## src/rtl/mem_stage_ctrl.sv

```systemverilog
// Memory stage between EX and WB: stores and non-memory ops complete in 1 cycle, loads in RD_LAT+2.
// busy holds off upstream for the whole load, from issue until the read data is captured.
module mem_stage_ctrl #(
  parameter int DATA_W = 32,
  parameter int ADDR_W = 32,
  parameter int RD_LAT = 1,
  localparam int LANES = DATA_W / 8,
  localparam int OFF_W = $clog2(DATA_W / 8)
) (
  input  logic                    clk,
  input  logic                    rst,
  input  logic                    ex_en,
  input  logic [3:0]              ex_mem_op,
  input  logic [DATA_W-1:0]       ex_mem_wr_data,
  input  logic [ADDR_W-1:0]       ex_out,
  output logic                    busy,
  output logic                    mem_en,
  output logic [ADDR_W-OFF_W-1:0] addr,
  output logic [DATA_W-1:0]       wr_data,
  output logic [LANES-1:0]        wea,
  input  logic [DATA_W-1:0]       rd_data,
  output logic [DATA_W-1:0]       out,
  output logic                    out_valid,
  output logic                    miss_align
);

  localparam logic [3:0] OP_LW  = 4'd1;
  localparam logic [3:0] OP_LH  = 4'd2;
  localparam logic [3:0] OP_LHU = 4'd3;
  localparam logic [3:0] OP_LB  = 4'd4;
  localparam logic [3:0] OP_LBU = 4'd5;
  localparam logic [3:0] OP_SW  = 4'd6;
  localparam logic [3:0] OP_SH  = 4'd7;
  localparam logic [3:0] OP_SB  = 4'd8;

  localparam logic [1:0] LAST_WAIT = 2'(RD_LAT - 1);

  typedef enum logic [1:0] {
    IDLE,
    LOAD_WAIT,
    LOAD_CAP
  } state_t;

  state_t             state;
  logic [1:0]         cnt;
  logic [3:0]         ld_op;
  logic [OFF_W-1:0]   ld_off;

  logic [OFF_W-1:0]   off;
  logic               is_load;
  logic               is_store;
  logic               is_word;
  logic               is_half;
  logic               aligned;
  logic [LANES-1:0]   st_wea;
  logic [DATA_W-1:0]  st_dat;
  logic [DATA_W-1:0]  rd_lane;
  logic [DATA_W-1:0]  ld_val;

  // Request decode; unknown opcodes fall through as non-memory ops.
  always_comb begin
    off      = ex_out[OFF_W-1:0];
    is_load  = (ex_mem_op >= OP_LW) && (ex_mem_op <= OP_LBU);
    is_store = (ex_mem_op >= OP_SW) && (ex_mem_op <= OP_SB);
    is_word  = (ex_mem_op == OP_LW) || (ex_mem_op == OP_SW);
    is_half  = (ex_mem_op == OP_LH) || (ex_mem_op == OP_LHU) || (ex_mem_op == OP_SH);
    if (is_word) begin
      aligned = (off == '0);
    end else if (is_half) begin
      aligned = ~off[0];
    end else begin
      aligned = 1'b1;
    end
  end

  always_comb begin
    st_dat = ex_mem_wr_data << {off, 3'b000};
    case (ex_mem_op)
      OP_SW:   st_wea = '1;
      OP_SH:   st_wea = LANES'(3) << off;
      OP_SB:   st_wea = LANES'(1) << off;
      default: st_wea = '0;
    endcase
  end

  // Load lane extraction uses the op/offset captured at issue, not the live EX inputs.
  always_comb begin
    rd_lane = rd_data >> {ld_off, 3'b000};
    case (ld_op)
      OP_LB:   ld_val = {{(DATA_W-8){rd_lane[7]}}, rd_lane[7:0]};
      OP_LBU:  ld_val = {{(DATA_W-8){1'b0}}, rd_lane[7:0]};
      OP_LH:   ld_val = {{(DATA_W-16){rd_lane[15]}}, rd_lane[15:0]};
      OP_LHU:  ld_val = {{(DATA_W-16){1'b0}}, rd_lane[15:0]};
      default: ld_val = rd_data;
    endcase
  end

  always_ff @(posedge clk) begin
    if (rst) begin
      state      <= IDLE;
      cnt        <= '0;
      ld_op      <= '0;
      ld_off     <= '0;
      busy       <= 1'b0;
      mem_en     <= 1'b0;
      addr       <= '0;
      wr_data    <= '0;
      wea        <= '0;
      out        <= '0;
      out_valid  <= 1'b0;
      miss_align <= 1'b0;
    end else begin
      mem_en     <= 1'b0;
      wea        <= '0;
      out_valid  <= 1'b0;
      miss_align <= 1'b0;
      case (state)
        IDLE: begin
          if (ex_en) begin
            if ((is_load || is_store) && !aligned) begin
              miss_align <= 1'b1;
            end else if (is_load) begin
              mem_en <= 1'b1;
              addr   <= ex_out[ADDR_W-1:OFF_W];
              ld_op  <= ex_mem_op;
              ld_off <= off;
              cnt    <= '0;
              busy   <= 1'b1;
              state  <= LOAD_WAIT;
            end else if (is_store) begin
              mem_en    <= 1'b1;
              addr      <= ex_out[ADDR_W-1:OFF_W];
              wea       <= st_wea;
              wr_data   <= st_dat;
              out       <= '0;
              out_valid <= 1'b1;
            end else begin
              out       <= DATA_W'(ex_out);
              out_valid <= 1'b1;
            end
          end
        end
        LOAD_WAIT: begin
          if (cnt == LAST_WAIT) begin
            state <= LOAD_CAP;
          end else begin
            cnt <= cnt + 2'd1;
          end
        end
        LOAD_CAP: begin
          out       <= ld_val;
          out_valid <= 1'b1;
          busy      <= 1'b0;
          state     <= IDLE;
        end
        default: begin
          busy  <= 1'b0;
          state <= IDLE;
        end
      endcase
    end
  end

endmodule

```

## config.mk

```make
export PLATFORM = sky130hd
export DESIGN_NAME = mem_stage_ctrl
export DESIGN_NICKNAME = d
export VERILOG_FILES = /design/src/rtl/mem_stage_ctrl.sv
export SDC_FILE = /design/constraint.sdc
export NUM_CORES = 1
export LEC_CHECK = 0
export CELL_PAD_IN_SITES_DETAIL_PLACEMENT = 1
export CELL_PAD_IN_SITES_GLOBAL_PLACEMENT = 1
export CORE_UTILIZATION = 36
export CTS_BUF_LIST = sky130_fd_sc_hd__clkbuf_8 sky130_fd_sc_hd__clkbuf_16
export DETAILED_ROUTE_END_ITERATION = 7
export GPL_TIMING_DRIVEN = 0
export PLACE_DENSITY = 0.95
export SYNTH_ARGS = -nofsm -noshare
export SYNTH_HDL_FRONTEND = slang
export SYNTH_SLANG_ARGS = --single-unit
```

## constraint.sdc

```tcl
create_clock -name clk -period 4.5 [get_ports clk]
set_input_delay 0.675 -clock clk [delete_from_list [all_inputs] [get_ports clk]]
set_output_delay 0.675 -clock clk [all_outputs]
set_load 0.01 [all_outputs]
```

* Word-level counts from Yosys, hierarchy flattened
Index checks and enable logic that the tools add are counted.
Cells by class: shifts and indexed selects 4, bitwise gates (word level) 7, add/subtract/negate cells 1, mux-type cells 32, magnitude comparators 4, equal/unequal tests 18, reductions and logical operators 24
Operators with widths (count):
- $mux W32 | 4
- $pmux W32 S4 | 1
- $pmux W32 S2 | 1
- $mux W30 | 2
- $shl A32 B5 Y32 | 1
- $shr A32 B5 Y16 | 1
- $reduce_and A4 Y1 | 5
- $eq A4 B2 Y1 const B | 4
- $eq A4 B3 Y1 const B | 4
- $mux W2 | 8
- $ne A2 B2 Y1 const B | 6
- $pmux W4 S3 | 1
- $mux W1 | 11
- $reduce_and A5 Y1 | 2
- $pmux W2 S2 | 2
- $not A1 Y1 | 7
- $logic_not A2 Y1 | 3
- $reduce_bool A2 Y1 | 3
- $reduce_or A6 Y1 | 1
- $eq A4 B1 Y1 const B | 1
- $eq A4 B4 Y1 const B | 1
- $ge A4 B1 Y1 const B | 1
- $ge A4 B3 Y1 const B | 1
- $le A4 B3 Y1 const B | 1
- other kinds (12) | 18
Word-level totals: word-level logic and storage cells 102, bits in registers 112, input port bits 103, output and inout bits 102

* Longest topological paths before layout
depth after elaboration 10, depth in mapped cells 9, gate-level depth less buffers 6

* Worst setup path after synthesis
No wires, ideal clock.
path kind input to register, start input ex_mem_op[0], end register out[5], library setup time 132 ps, path buffers 2, arrival 2043 ps, path slack 2326 ps, stages on the path 7, data required time 4368 ps, cell sequence buf_6 -> or3_1 -> o311a_1 -> o21a_1 -> buf_6 -> a221oi_1 -> nor3_1
Between the ends: word-level cells in the longest chain between the ends 9, elaborated cells on any way between the ends 27, those cells by class 4 x order compare; 7 x eq/ne; 7 x mux; 9 x reduce/logical
RTL lines:
- start, declared | line 13 | input logic [3:0] ex_mem_op,
- parallel branches: the longest is 9 deep, another holds $ge A4 B3 Y1
- end signal, assigned | line 138 | out <= DATA_W'(ex_out);
- end signal, assigned | line 151 | out <= ld_val;
- end, declared | line 22 | output logic [DATA_W-1:0] out,
Parallel ways; which one is timed is not known. The select of a mux whose other input is x is not followed. A chain may end at the register's enable or synchronous reset.

* Final worst setup path
start input ex_out[1], end register out[29]
Between the ends: word-level cells in the longest chain between the ends 6
RTL lines:
- start, declared | line 15 | input logic [ADDR_W-1:0] ex_out,
- $logic_not A2 Y1 | line 68 | aligned = (off == '0);
- $mux W1 | line 67 | if (is_word) begin
- $logic_not A1 Y1 | line 120 | if ((is_load || is_store) && !aligned) begin
- $logic_and A1 B1 Y1 | line 120
- $ne A2 B2 Y1 (no line)
- $reduce_and A4 Y1 (no line)
No other way between the ends.

==> flow_metrics.py <==
metrics = {
    "logic_synthesis": {
        "synth_edf_count": 0,
        "synthSimpleGateAreaFrac_pct": 22.7,
        "synth_area_mm2": 0.00610,
        "synth_top_family_by_area": "compound AO/OA/AOI/OAI gates",
        "syn_nets": 815,
        "synth_compound_area_share_pct": 23.3,
        "synth_top_flop_cell": "dfxtp_1",
        "synth.avg_cell_area_um2": 8.58,
        "yosys.area_share.xor_xnor_pct": 0,
        "yosysWarnings": 0,
        "synth.area.mux_share_pct": 10.7,
        "synth-adder-area-share_pct": 0.205,
        "ys_seq_area_share_pct": 36.8,
        "synth.distinct_cells": 61,
        "async_reset_ff_share_pct": 0,
        "synth-seq-cells": 112,
        "syn_inst": 711,
    },
    "job": {
        "maxCapViolCount": 0,
    },
    "route": {
        "drt-total-wl_um": 25200,
        "drcViolationCount": 0,
        "detail_route.wl_per_cell_um": 22.0,
        "drt_iter0_drc": 423,
        "ant_nets": 0,
        "first_pass_iters": 4,
        "num_vias": 6631,
        "routed_via_density": 5.79,
    },
    "die": {
        "die-width_um": 132,
        "design.core.area_mm2": 0.0166,
        "die_area_mm2": 0.0175,
        "die_y_um": 132,
        "fp-row-count": 47,
        "initial_core_util_pct": 36.8,
        "ios": 205,
    },
    "final_layout": {
        "drive_gt1_share_pct": 7.78,
        "final_core_util_pct": 52.2,
        "stdcell_area_mm2": 0.00866,
        "layout.cells.non_filler": 1145,
        "area_growth_pct": 42.0,
        "finalNetCount": 1024,
        "antennaDiodeCount": 0,
    },
    "clock_tree": {
        "cts_resized": 0,
        "cts_root_buffer": "clkbuf_16",
        "postCtsSetupBuffers": 0,
        "hold_buffers": 0,
        "numClockSinks": 112,
        "cts.path.max_buffers": 2,
        "clk_latency_ps": 360,
        "htree_levels": 3,
        "cts_tree": "built",
        "path_clk_slew_ps": 70,
        "cts_buffers": 9,
    },
    "global_routing": {
        "grt.total_usage_pct": 28.7,
        "grt_first_pass_wirelength_um": 38800,
        "grt_pass1_vias": 6962,
        "overflow": 0,
        "antenna_found_initial": 0,
        "grt_max_degree": 20,
    },
    "setup_path": {
        "crit_type": "input pin to register",
        "critPathMaxFanout": 10,
        "crit_buf_inv": 2,
        "endpoint_kind": "register",
        "cp_slowest_stage_delay_ps": 680,
        "critPathSlowestCell": "clkdlybuf4s50_1",
        "path_cells": "clkdlybuf4s50_1, nor2b_1, o311a_1, o21a_1, clkbuf_1, nand3b_1, o31ai_2",
        "setup.worst_path.start_class": "input pin",
        "required_ps": 4770,
        "crit_family": "buffers and inverters",
        "crit_arrival_ps": 3090,
    },
    "sta": {
        "rsz0062_at_grt": "no",
        "setup_violations": 0,
        "hold-worst-slack_ps": 481,
        "slew_violations": 0,
        "slew-limit-headroom_pct": 41.6,
        "fin_crit_ps": 2820,
        "worst_pin_slew_ps": 869,
        "hold_violations": 0,
        "timing.final.crit_share_pct": 62.6,
        "max_freq_mhz": 355,
        "fin_setup_tns_ps": 0,
        "skew_ps": 9.21,
    },
    "pwr": {
        "ir_drop_mv": 0.178,
        "pwr_density_cell_mw_per_mm2": 292,
        "p_leak_uw": 0.00302,
    },
    "placement": {
        "dp.cells": 1129,
        "place.gp.congestion": 0.909,
        "dpl.hpwl_um": 19500,
        "io_buffer_count": 198,
        "placedInstanceArea_mm2": 0.00836,
    },
    "outcome": {
        "status": "completed",
    },
    "min_path": {
        "hold_class": "register to register",
    },
}
[power by group]
part | leakage, µW | total (µW) | switching [µW] | internal (µW)
registers | 0.000913 | 1080 | 32.2 | 1040
logic | 0.00196 | 602 | 314 | 288
clock network | 0.000150 | 848 | 408 | 440
total | 0.00302 | 2530 | 755 | 1770
[worst min-delay path: cells and delay by family (launching register included)]
family | cells | cell delay [ps]
mux | 1 | 60
simple gates | 1 | 70
flops | 1 | 310
[layout by cell type, fill, tap and decap left out, types with 10 or more instances in the layout]
| cell | netlist | routed |
|---|---|---|
| o31ai_2 | 10 | 10 |
| a221oi_1 | 13 | 13 |
| nand2b_1 | 76 | 76 |
| nand3_1 | 13 | 13 |
| buf_2 | 10 | 10 |
| clkdlybuf4s50_1 | 0 | 198 |
| a21oi_1 | 74 | 74 |
| mux2i_1 | 56 | 56 |
| nor3_1 | 17 | 17 |
| clkbuf_1 | 41 | 41 |
| inv_1 | 9 | 10 |
| nor2_1 | 27 | 27 |
| o21ai_0 | 44 | 44 |
| nor2b_1 | 18 | 18 |
| dfxtp_1 | 112 | 112 |
| nand2_1 | 40 | 40 |
| nand4_1 | 16 | 16 |
| nand3b_1 | 17 | 17 |
[metrics by stage]
stage | total power (µW) | setup WS [ps]
finish | 2530 | 1680
detailed placement | 1690 | 1400
global placement | 1670 | 1500
CTS | 2530 | 1750
global route | 2620 | 1570
floorplan | 1380 | 2330
[layer usage]
layer / track usage, % / part of all wire [%] / vias up
met5: 0 / 0 / -
met4: 14.4 / 3.9 / 0
met3: 6.46 / 7.6 / 54
met2: 49.7 / 48 / 315
met1: 33.2 / 40 / 3270
li1: - / - / 2992
[registers in the layout, indices dropped and copies added (netlist names)]
| signal | cells |
|---|---|
| cnt | 2 |
| out_valid | 1 |
| busy | 1 |
| ld_off | 2 |
| miss_align | 1 |
| wea | 4 |
| ld_op | 4 |
| wr_data | 32 |
| out | 32 |
| addr | 30 |
| state | 2 |
| mem_en | 1 |
[cell usage after synthesis, drive strengths merged (3+ instances only)]
| cell | count | area, µm² |
|---|---|---|
| o21ai | 47 | 250 |
| dfxtp | 112 | 2240 |
| mux2 | 8 | 90.1 |
| or4 | 9 | 67.6 |
| nor3 | 19 | 111 |
| o22ai | 4 | 31.3 |
| a31oi | 3 | 25.0 |
| a21oi | 76 | 388 |
| o2bb2ai | 4 | 35.0 |
| nand4 | 16 | 100 |
| nor2b | 18 | 113 |
| inv | 9 | 33.8 |
| nand2 | 40 | 150 |
| a221oi | 15 | 144 |
| nand3 | 13 | 65.1 |
| a21o | 9 | 67.6 |
| a22oi | 4 | 30.0 |
| nand3b | 17 | 128 |
| mux2i | 56 | 561 |
| clkbuf | 42 | 159 |
| nand2b | 77 | 484 |
| buf | 27 | 193 |
| a311oi | 8 | 70.1 |
| o31ai | 16 | 170 |
| a211oi | 9 | 67.6 |
| nor2 | 29 | 114 |
[final timing paths]
check,to,cells past startpoint,slack [ps],startpoint
worst min register to register,addr[18],2,480,addr[18]
worst max-delay path,out[29],7,1680,ex_out[1]
worst min-delay path,addr[18],2,480,addr[18]
worst max register to register,out[29],6,2170,state[0]
[kinds of logic after synthesis]
logic type | Yosys count
mux | 64
simple gates | 244
flops | 112
compound gates | 211
fa+ha+maj | 1
buf+inv | 79
[area by class of cell]
cell class                      count  area (µm²)
Multi-Input combinational cell    520        3470
Clock inverter                      7        78.8
Clock buffer                        9         225
Sequential cell                   112        2240
Buffer                             69         352
Tap cell                          220         275
Inverter                           10        37.5
Timing Repair Buffer              198        1980
Fill cell                        1960        7920
Note: power is estimated with default switching activity, not from simulation.
